===== config.mk =====
export PLATFORM = sky130hd
export DESIGN_NAME = timer_run
export DESIGN_NICKNAME = d
export VERILOG_FILES = /design/src/rtl/timer_run.sv
export SDC_FILE = /design/constraint.sdc
export NUM_CORES = 1
export LEC_CHECK = 0
export CAP_MARGIN = 10
export CELL_PAD_IN_SITES_DETAIL_PLACEMENT = 0
export CELL_PAD_IN_SITES_GLOBAL_PLACEMENT = 1
export CORE_MARGIN = 10
export CORE_UTILIZATION = 41
export DETAILED_ROUTE_END_ITERATION = 10
export PLACE_DENSITY_LB_ADDON = 0.2
export RECOVER_POWER = 25
export SYNTH_ARGS = -nofsm -noshare
export SYNTH_HDL_FRONTEND = slang
export SYNTH_SLANG_ARGS = --single-unit

===== constraint.sdc =====
create_clock -name CLK -period 3.5 [get_ports CLK]
set_clock_uncertainty 0.15 [all_clocks]
set_input_delay 0.7 -clock CLK [delete_from_list [all_inputs] [get_ports CLK]]
set_output_delay 0.7 -clock CLK [all_outputs]
set_load 0.02 [all_outputs]

===== src/rtl/timer_run.sv =====
// timer_run: countdown engine for the timer page.
// Counts a MIN/SEC preset down at a 1 s tick, then raises ALARM for a while.
module timer_run #(
  parameter int TICK_DIV  = 1000,
  parameter int ALARM_SEC = 5
) (
  input  logic       CLK,
  input  logic       RESET,
  input  logic [6:0] MIN_A,
  input  logic [6:0] SEC_A,
  input  logic       START,
  input  logic       CLR,
  output logic [6:0] MIN_R,
  output logic [6:0] SEC_R,
  output logic       RUN,
  output logic       ALARM
);

  localparam int PW = $clog2(TICK_DIV);
  localparam int AW = $clog2(ALARM_SEC + 1);
  localparam logic [PW-1:0] PRE_TOP = PW'(TICK_DIV - 1);
  localparam logic [AW-1:0] ALM_TOP = AW'(ALARM_SEC);

  typedef enum logic [1:0] {
    S_IDLE,
    S_RUN,
    S_PAUSE,
    S_ALARM
  } state_t;

  state_t        state_q, state_d;
  logic          start_last_q, start_last_d;
  logic          start_en_q, start_en_d;
  logic          clr_last_q, clr_last_d;
  logic          clr_en_q, clr_en_d;
  logic [6:0]    min_q, min_d;
  logic [6:0]    sec_q, sec_d;
  logic [PW-1:0] pre_q, pre_d;
  logic [AW-1:0] acnt_q, acnt_d;
  logic          run_q, run_d;
  logic          alarm_q, alarm_d;

  logic [6:0]    sec_clamp;
  logic          preset_zero;
  logic          tick;
  logic [PW-1:0] pre_inc;
  logic [AW-1:0] acnt_inc;
  logic [6:0]    min_dec;
  logic [6:0]    sec_dec;
  logic          dec_zero;

  assign sec_clamp   = (SEC_A > 7'd59) ? 7'd59 : SEC_A;
  assign preset_zero = (MIN_A == 7'd0) && (sec_clamp == 7'd0);
  assign tick        = (pre_q == PRE_TOP);
  assign pre_inc     = tick ? '0 : pre_q + 1'b1;
  assign acnt_inc    = acnt_q + 1'b1;
  assign dec_zero    = (min_dec == 7'd0) && (sec_dec == 7'd0);

  // One-second decrement of the remaining mm:ss with minute borrow
  always_comb begin
    min_dec = min_q;
    sec_dec = sec_q - 7'd1;
    if (sec_q == 7'd0) begin
      min_dec = min_q - 7'd1;
      sec_dec = 7'd59;
    end
  end

  // Rising-edge detect on the two buttons
  always_comb begin
    start_last_d = START;
    clr_last_d   = CLR;
    start_en_d   = START & ~start_last_q;
    clr_en_d     = CLR & ~clr_last_q;
  end

  // Next state, counters and registered status outputs
  always_comb begin
    state_d = state_q;
    min_d   = min_q;
    sec_d   = sec_q;
    pre_d   = pre_q;
    acnt_d  = acnt_q;
    if (clr_en_q) begin
      state_d = S_IDLE;
      pre_d   = '0;
      acnt_d  = '0;
      if (state_q == S_IDLE) begin
        min_d = MIN_A;
        sec_d = sec_clamp;
      end
    end else begin
      unique case (state_q)
        S_IDLE: begin
          min_d = MIN_A;
          sec_d = sec_clamp;
          pre_d = '0;
          if (start_en_q && !preset_zero) state_d = S_RUN;
        end
        S_RUN: begin
          pre_d = pre_inc;
          if (tick) begin
            min_d = min_dec;
            sec_d = sec_dec;
          end
          if (tick && dec_zero) begin
            state_d = S_ALARM;
            pre_d   = '0;
            acnt_d  = '0;
          end else if (start_en_q) begin
            state_d = S_PAUSE;
          end
        end
        S_PAUSE: begin
          if (start_en_q) state_d = S_RUN;
        end
        S_ALARM: begin
          min_d = 7'd0;
          sec_d = 7'd0;
          pre_d = pre_inc;
          if (tick) acnt_d = acnt_inc;
          if (start_en_q || (tick && acnt_inc == ALM_TOP)) begin
            state_d = S_IDLE;
            pre_d   = '0;
          end
        end
        default: state_d = S_IDLE;
      endcase
    end
    run_d   = (state_d == S_RUN);
    alarm_d = (state_d == S_ALARM);
  end

  // State and datapath registers
  always_ff @(posedge CLK or posedge RESET) begin
    if (RESET) begin
      state_q      <= S_IDLE;
      start_last_q <= 1'b0;
      start_en_q   <= 1'b0;
      clr_last_q   <= 1'b0;
      clr_en_q     <= 1'b0;
      min_q        <= 7'd0;
      sec_q        <= 7'd0;
      pre_q        <= '0;
      acnt_q       <= '0;
      run_q        <= 1'b0;
      alarm_q      <= 1'b0;
    end else begin
      state_q      <= state_d;
      start_last_q <= start_last_d;
      start_en_q   <= start_en_d;
      clr_last_q   <= clr_last_d;
      clr_en_q     <= clr_en_d;
      min_q        <= min_d;
      sec_q        <= sec_d;
      pre_q        <= pre_d;
      acnt_q       <= acnt_d;
      run_q        <= run_d;
      alarm_q      <= alarm_d;
    end
  end

  assign MIN_R = min_q;
  assign SEC_R = sec_q;
  assign RUN   = run_q;
  assign ALARM = alarm_q;

endmodule


# == Word-level counts from Yosys, hierarchy flattened ==
# Cells that the tools add are included.
# totals
regBits,35
latch_bits,0
ram_bits,0
mem_bits_ro,0
inputBits,18
out_inout_bits,16
word_cells,76
mem_count,0
# classes
add_sub_neg,4
mul,0
n_div,0
n_lt_le_gt_ge,1
n_eq_ne,11
shifts,0
mux,27
bitwise,4
n_reduce_logical,18
# ops
op,count
$mux W7,9
$pmux W7 S3,2
$mux W10,4
$logic_not A7 Y1,5
$pmux W10 S3,1
$sub A7 B1 Y7 const B,2
$mux W2,6
$add A10 B1 Y10 const B,1
$eq A10 B10 Y1 const B,1
$mux W3,3
$ne A3 B3 Y1 const B,3
$pmux W2 S4,1
$gt A7 B6 Y1 const B,1
$eq A2 B2 Y1 const B,3
$pmux W3 S2,1
$reduce_and A3 Y1,2
$reduce_bool A3 Y1,2
$logic_and A1 B1 Y1,5
$eq A2 B1 Y1 const B,2
$reduce_bool A4 Y1,1
$add A3 B1 Y3 const B,1
$eq A3 B3 Y1 const B,1
$and A1 B1 Y1,2
$logic_not A2 Y1,1
other kinds (4),5

# == Depth between registers and ports, before layout ==
# logic_depth
ltp_word,10
ltp_mapped,7
ltp_nobuf,7

# == Worst setup path after synthesis ==
# No wires, ideal clock.
# synth_path
path_kind,register to register
startpoint,"register sec_q[1], in the netlist SEC_R[1]"
endpoint,register acnt_q[1]
setup_ps,79
arrival_time_ps,2373
t_required_ps,3271
slack_ps,898
stages_incl_launch_ff,8
n_path_buf,0
synth_period_minus_slack_ps,2602
cell_sequence,dfrtp_1 > inv_1 > ha_1 > or4b_4 > or3b_4 > xnor2_4 > o32ai_1 > mux2i_1
# synth_via
elab_chain_len,7
word_cells_on_any_way,10
classes_between,1 x add/sub; 1 x eq/ne; 2 x mux; 6 x reduce/logical
# synth_lines
item,line_no,rtl
start: declaration,37,"logic [6:0] sec_q, sec_d;"
start signal: assignment,143,sec_q <= 7'd0;
start signal: assignment,155,sec_q <= sec_d;
$sub A7 B1 Y7 / $logic_not A7 Y1 (equally long branches),"62, 63",
$mux W7,63,if (sec_q == 7'd0) begin
$logic_not A7 Y1,57,assign dec_zero = (min_dec == 7'd0) && (sec_dec == 7'd0);
$logic_and A1 B1 Y1 *,57,
$logic_and A1 B1 Y1 *,106,if (tick && dec_zero) begin
$ne A3 B3 Y1 (no line) *,--,
$reduce_and A3 Y1 (no line) *,--,
end signal: assignment,157,acnt_q <= acnt_d;
end: declaration,39,"logic [AW-1:0] acnt_q, acnt_d;"
# Every way passes the cells marked *; elsewhere a longest branch is shown, timed or not.
# A chain may end at the register's enable or synchronous reset.

# == Worst setup path in the final report ==
# layout_path
startpoint,"register sec_q[0], in the netlist SEC_R[0]"
endpoint,register acnt_q[1]
# The elaborated chain is that of the path after synthesis.

==> impl_metrics.toml <==
[clock_tree]
clkLatencyLatePin_ns = 0.28
cts-root-buf = "clkbuf_8"
h-tree-depth = 2
cts_made_buffers = 5
cts_resized = 0
holdBufCountCts = 0
cts_setup_buffers = 0
clock-sinks = 35
cts_tree = "yes"
clk_pin_slew_ns = 0.07
max-clock-path-buffers = 2

[sta]
maxSlewHeadroom_pct = 41.6
period_minus_slack_ns = 2.69
rsz0062_at_grt = "no"
hold_viol = 0
hold_ws_ns = 0.246
max_freq_mhz = 372
finalMaxSlewViolations = 0
setup_viol = 0
tns_ns = 0
setup_ws_ns = 0.810
fin_crit_sh_pct = 76.8
worst_pin_slew_ns = 0.876

[synth]
synth_warnings = 0
netlist_area_sq_um = 2160
synth_top_area_share_pct = 40.6
async_flop_share_pct = 100
synth_fp_nets = 265
syn_area_per_cell_sq_um = 8.96
synth_seq_area_share_pct = 40.6
postSynthCellCount = 241
synth_ff_type = "dfrtp_1"
ys_ff_latch = 35
synth_edf_count = 0
synthTopCellsByArea = "dfrtp_1 (41%), o21ai_0 (7.9%), ha_1 (3.5%), nand2_1 (3.1%), nor2_1 (3.0%)"
yosysUniqueCellTypes = 59
synth_area_leader_cell = "dfrtp_1"

[global_route]
grt_usage_pct = 13.5
grt_pass1_wl_microns = 9630
antenna_found_initial = 0
overflow = 0
grt_max_degree = 23
grt_pass1_vias = 1875

[critical_path]
rrSetupSlack_ns = 0.81
rr_endpoint = "acnt_q[1]$_DFFE_PP0P_"
end_kind = "register"
path_class = "reg -> reg"
cp.required_ns = 3.57
arrival_ns = 2.76
reg2reg_depth = 7
crit_chain = "inv_1 > ha_1 > or4b_4 > or3b_4 > xnor2_4 > o32ai_1 > mux2i_1"
r2r-start = "SEC_R[0]$_DFFE_PP0P_"
crit_fanout = 7
cp_num_buf_inv = 1
slowest_stage = "or4b_4"
crit_family = "simple AND/OR/NAND/NOR gates"
slowest_delay_ns = 0.52
cp-start-kind = "register"

[power]
peakVddDrop_uv = 316
p_leak_nw = 1.05
cellPowerDensity_nw_per_um2 = 692

[die]
die_area_sq_um = 8570
start_util_pct = 42.3
chipHeight_microns = 92.6
die_w_microns = 92.6
num_io_pins = 34
core_area_sq_um = 5110
placementRows = 26

[min_path]
holdCritStartpoint = "clr_last_q$_DFF_PP0_"
min_path_cells = 1
holdCritPathClass = "reg -> reg"
hold_end = "clr_en_q$_DFF_PP0_"

[cells_and_area]
multi_input_area_sq_um = 1200
final_common_cell = "dfrtp_1"
area_growth_pct = 23.2
nFillCells = 506
diodes = 0
drive_above_1_share_pct = 8.63
layout_common_cells = "dfrtp_1 (35), o21ai_0 (34), clkdlybuf4s50_1 (30), nand2_1 (18), nor2_1 (17)"
stdcell_area_sq_um = 2660
seqCellArea_sq_um = 876
fin_util_pct = 52.1
nets = 301

[route]
drtIter0Drc = 95
num_vias = 1976
detail-route-antenna-nets = 0
dr.pass1.iters = 4
wl_per_cell_microns = 16.6
wl_microns = 5770
drt-vias-per-instance = 5.68
drc = 0

[placement]
dp_slack_ns = 0.825
dp_hpwl_microns = 4340
place_area_sq_um = 2580
io_buffer_count = 33
place.gp.congestion = 0.806

[run_status]
status = "complete, no violations"

[run]
drv_cap = 0
-- registers in the layout (all words and copies together) (netlist names) --
signal	count
ALARM	1
start_en_q	1
pre_q	10
MIN_R	7
acnt_q	3
RUN	1
clr_last_q	1
clr_en_q	1
SEC_R	7
state_q	2
start_last_q	1
-- kinds of logic (layout without fill, tap and decap cells) --
group                    after synthesis  after routing  share of synthesized area, %
AO/OA/AOI/OAI                         87             87                          26.7
AND/OR/NAND/NOR                       83             83                          21.1
flip-flops                            35             35                          40.6
buffers and inverters                 22             59                          3.88
adder cells (fa/ha/maj)                6              6                          3.48
XOR/XNOR                               5              5                          2.90
multiplexers                           3              3                          1.39
-- where the power goes --
| group | total, mW | leakage, nW | internal, mW | switching, mW |
|---|---|---|---|---|
| Clock | 0.287 | 0.0412 | 0.139 | 0.148 |
| Combinational | 0.886 | 0.558 | 0.389 | 0.497 |
| Sequential | 0.669 | 0.450 | 0.506 | 0.163 |
| Total | 1.84 | 1.05 | 1.03 | 0.808 |
-- metal layers --
layer / routed length (microns) / vias up / global-route usage [%]
li1: - / 986 / -
met1: 2750 / 944 / 19.0
met2: 2650 / 42 / 20.1
met3: 321 / 4 / 3.55
met4: 40 / 0 / 3.08
met5: 0 / - / 0
-- cell usage after synthesis, drive strengths merged, types with 4 or more instances --
library cell	number
dfrtp	35
o21ai	35
nand2	18
nor2	17
inv	14
a21oi	12
clkbuf	7
nor3	7
ha	6
a22o	5
a31oi	5
nand2b	5
nand3	5
nor2b	5
or2	5
nor4	4
or3	4
-- worst max-delay path by stage --
stage | endpoint | depth (start not counted) | start | slack [ns]
2_1_floorplan | acnt_q[1]$_DFFE_PP0P_ | 7 | SEC_R[1]$_DFFE_PP0P_ | 0.90
3_3_place_gp | acnt_q[1]$_DFFE_PP0P_ | 7 | SEC_R[0]$_DFFE_PP0P_ | 0.89
3_5_place_dp | acnt_q[1]$_DFFE_PP0P_ | 7 | SEC_R[0]$_DFFE_PP0P_ | 0.82
4_1_cts | acnt_q[1]$_DFFE_PP0P_ | 7 | SEC_R[0]$_DFFE_PP0P_ | 0.80
5_1_grt | acnt_q[1]$_DFFE_PP0P_ | 7 | SEC_R[0]$_DFFE_PP0P_ | 0.67
6_report | acnt_q[1]$_DFFE_PP0P_ | 7 | SEC_R[0]$_DFFE_PP0P_ | 0.81
-- metrics by stage --
step / power, mW / cells
after floorplan: 1.21 / 241
after global placement: 1.57 / 340
after detailed placement: 1.56 / 340
after CTS: 1.86 / 348
after global routing: 1.99 / 348
final: 1.84 / 348
-- final cells by class --
type / count / share of cell area, %
Sequential cell: 35 / 32.9
Tap cell: 70 / 3.29
Multi-Input combinational cell: 184 / 45.1
Clock buffer: 6 / 2.73
Clock inverter: 2 / 0.470
Timing Repair Buffer: 37 / 13.5
Inverter: 14 / 1.97
(Power assumes the default switching activity.)
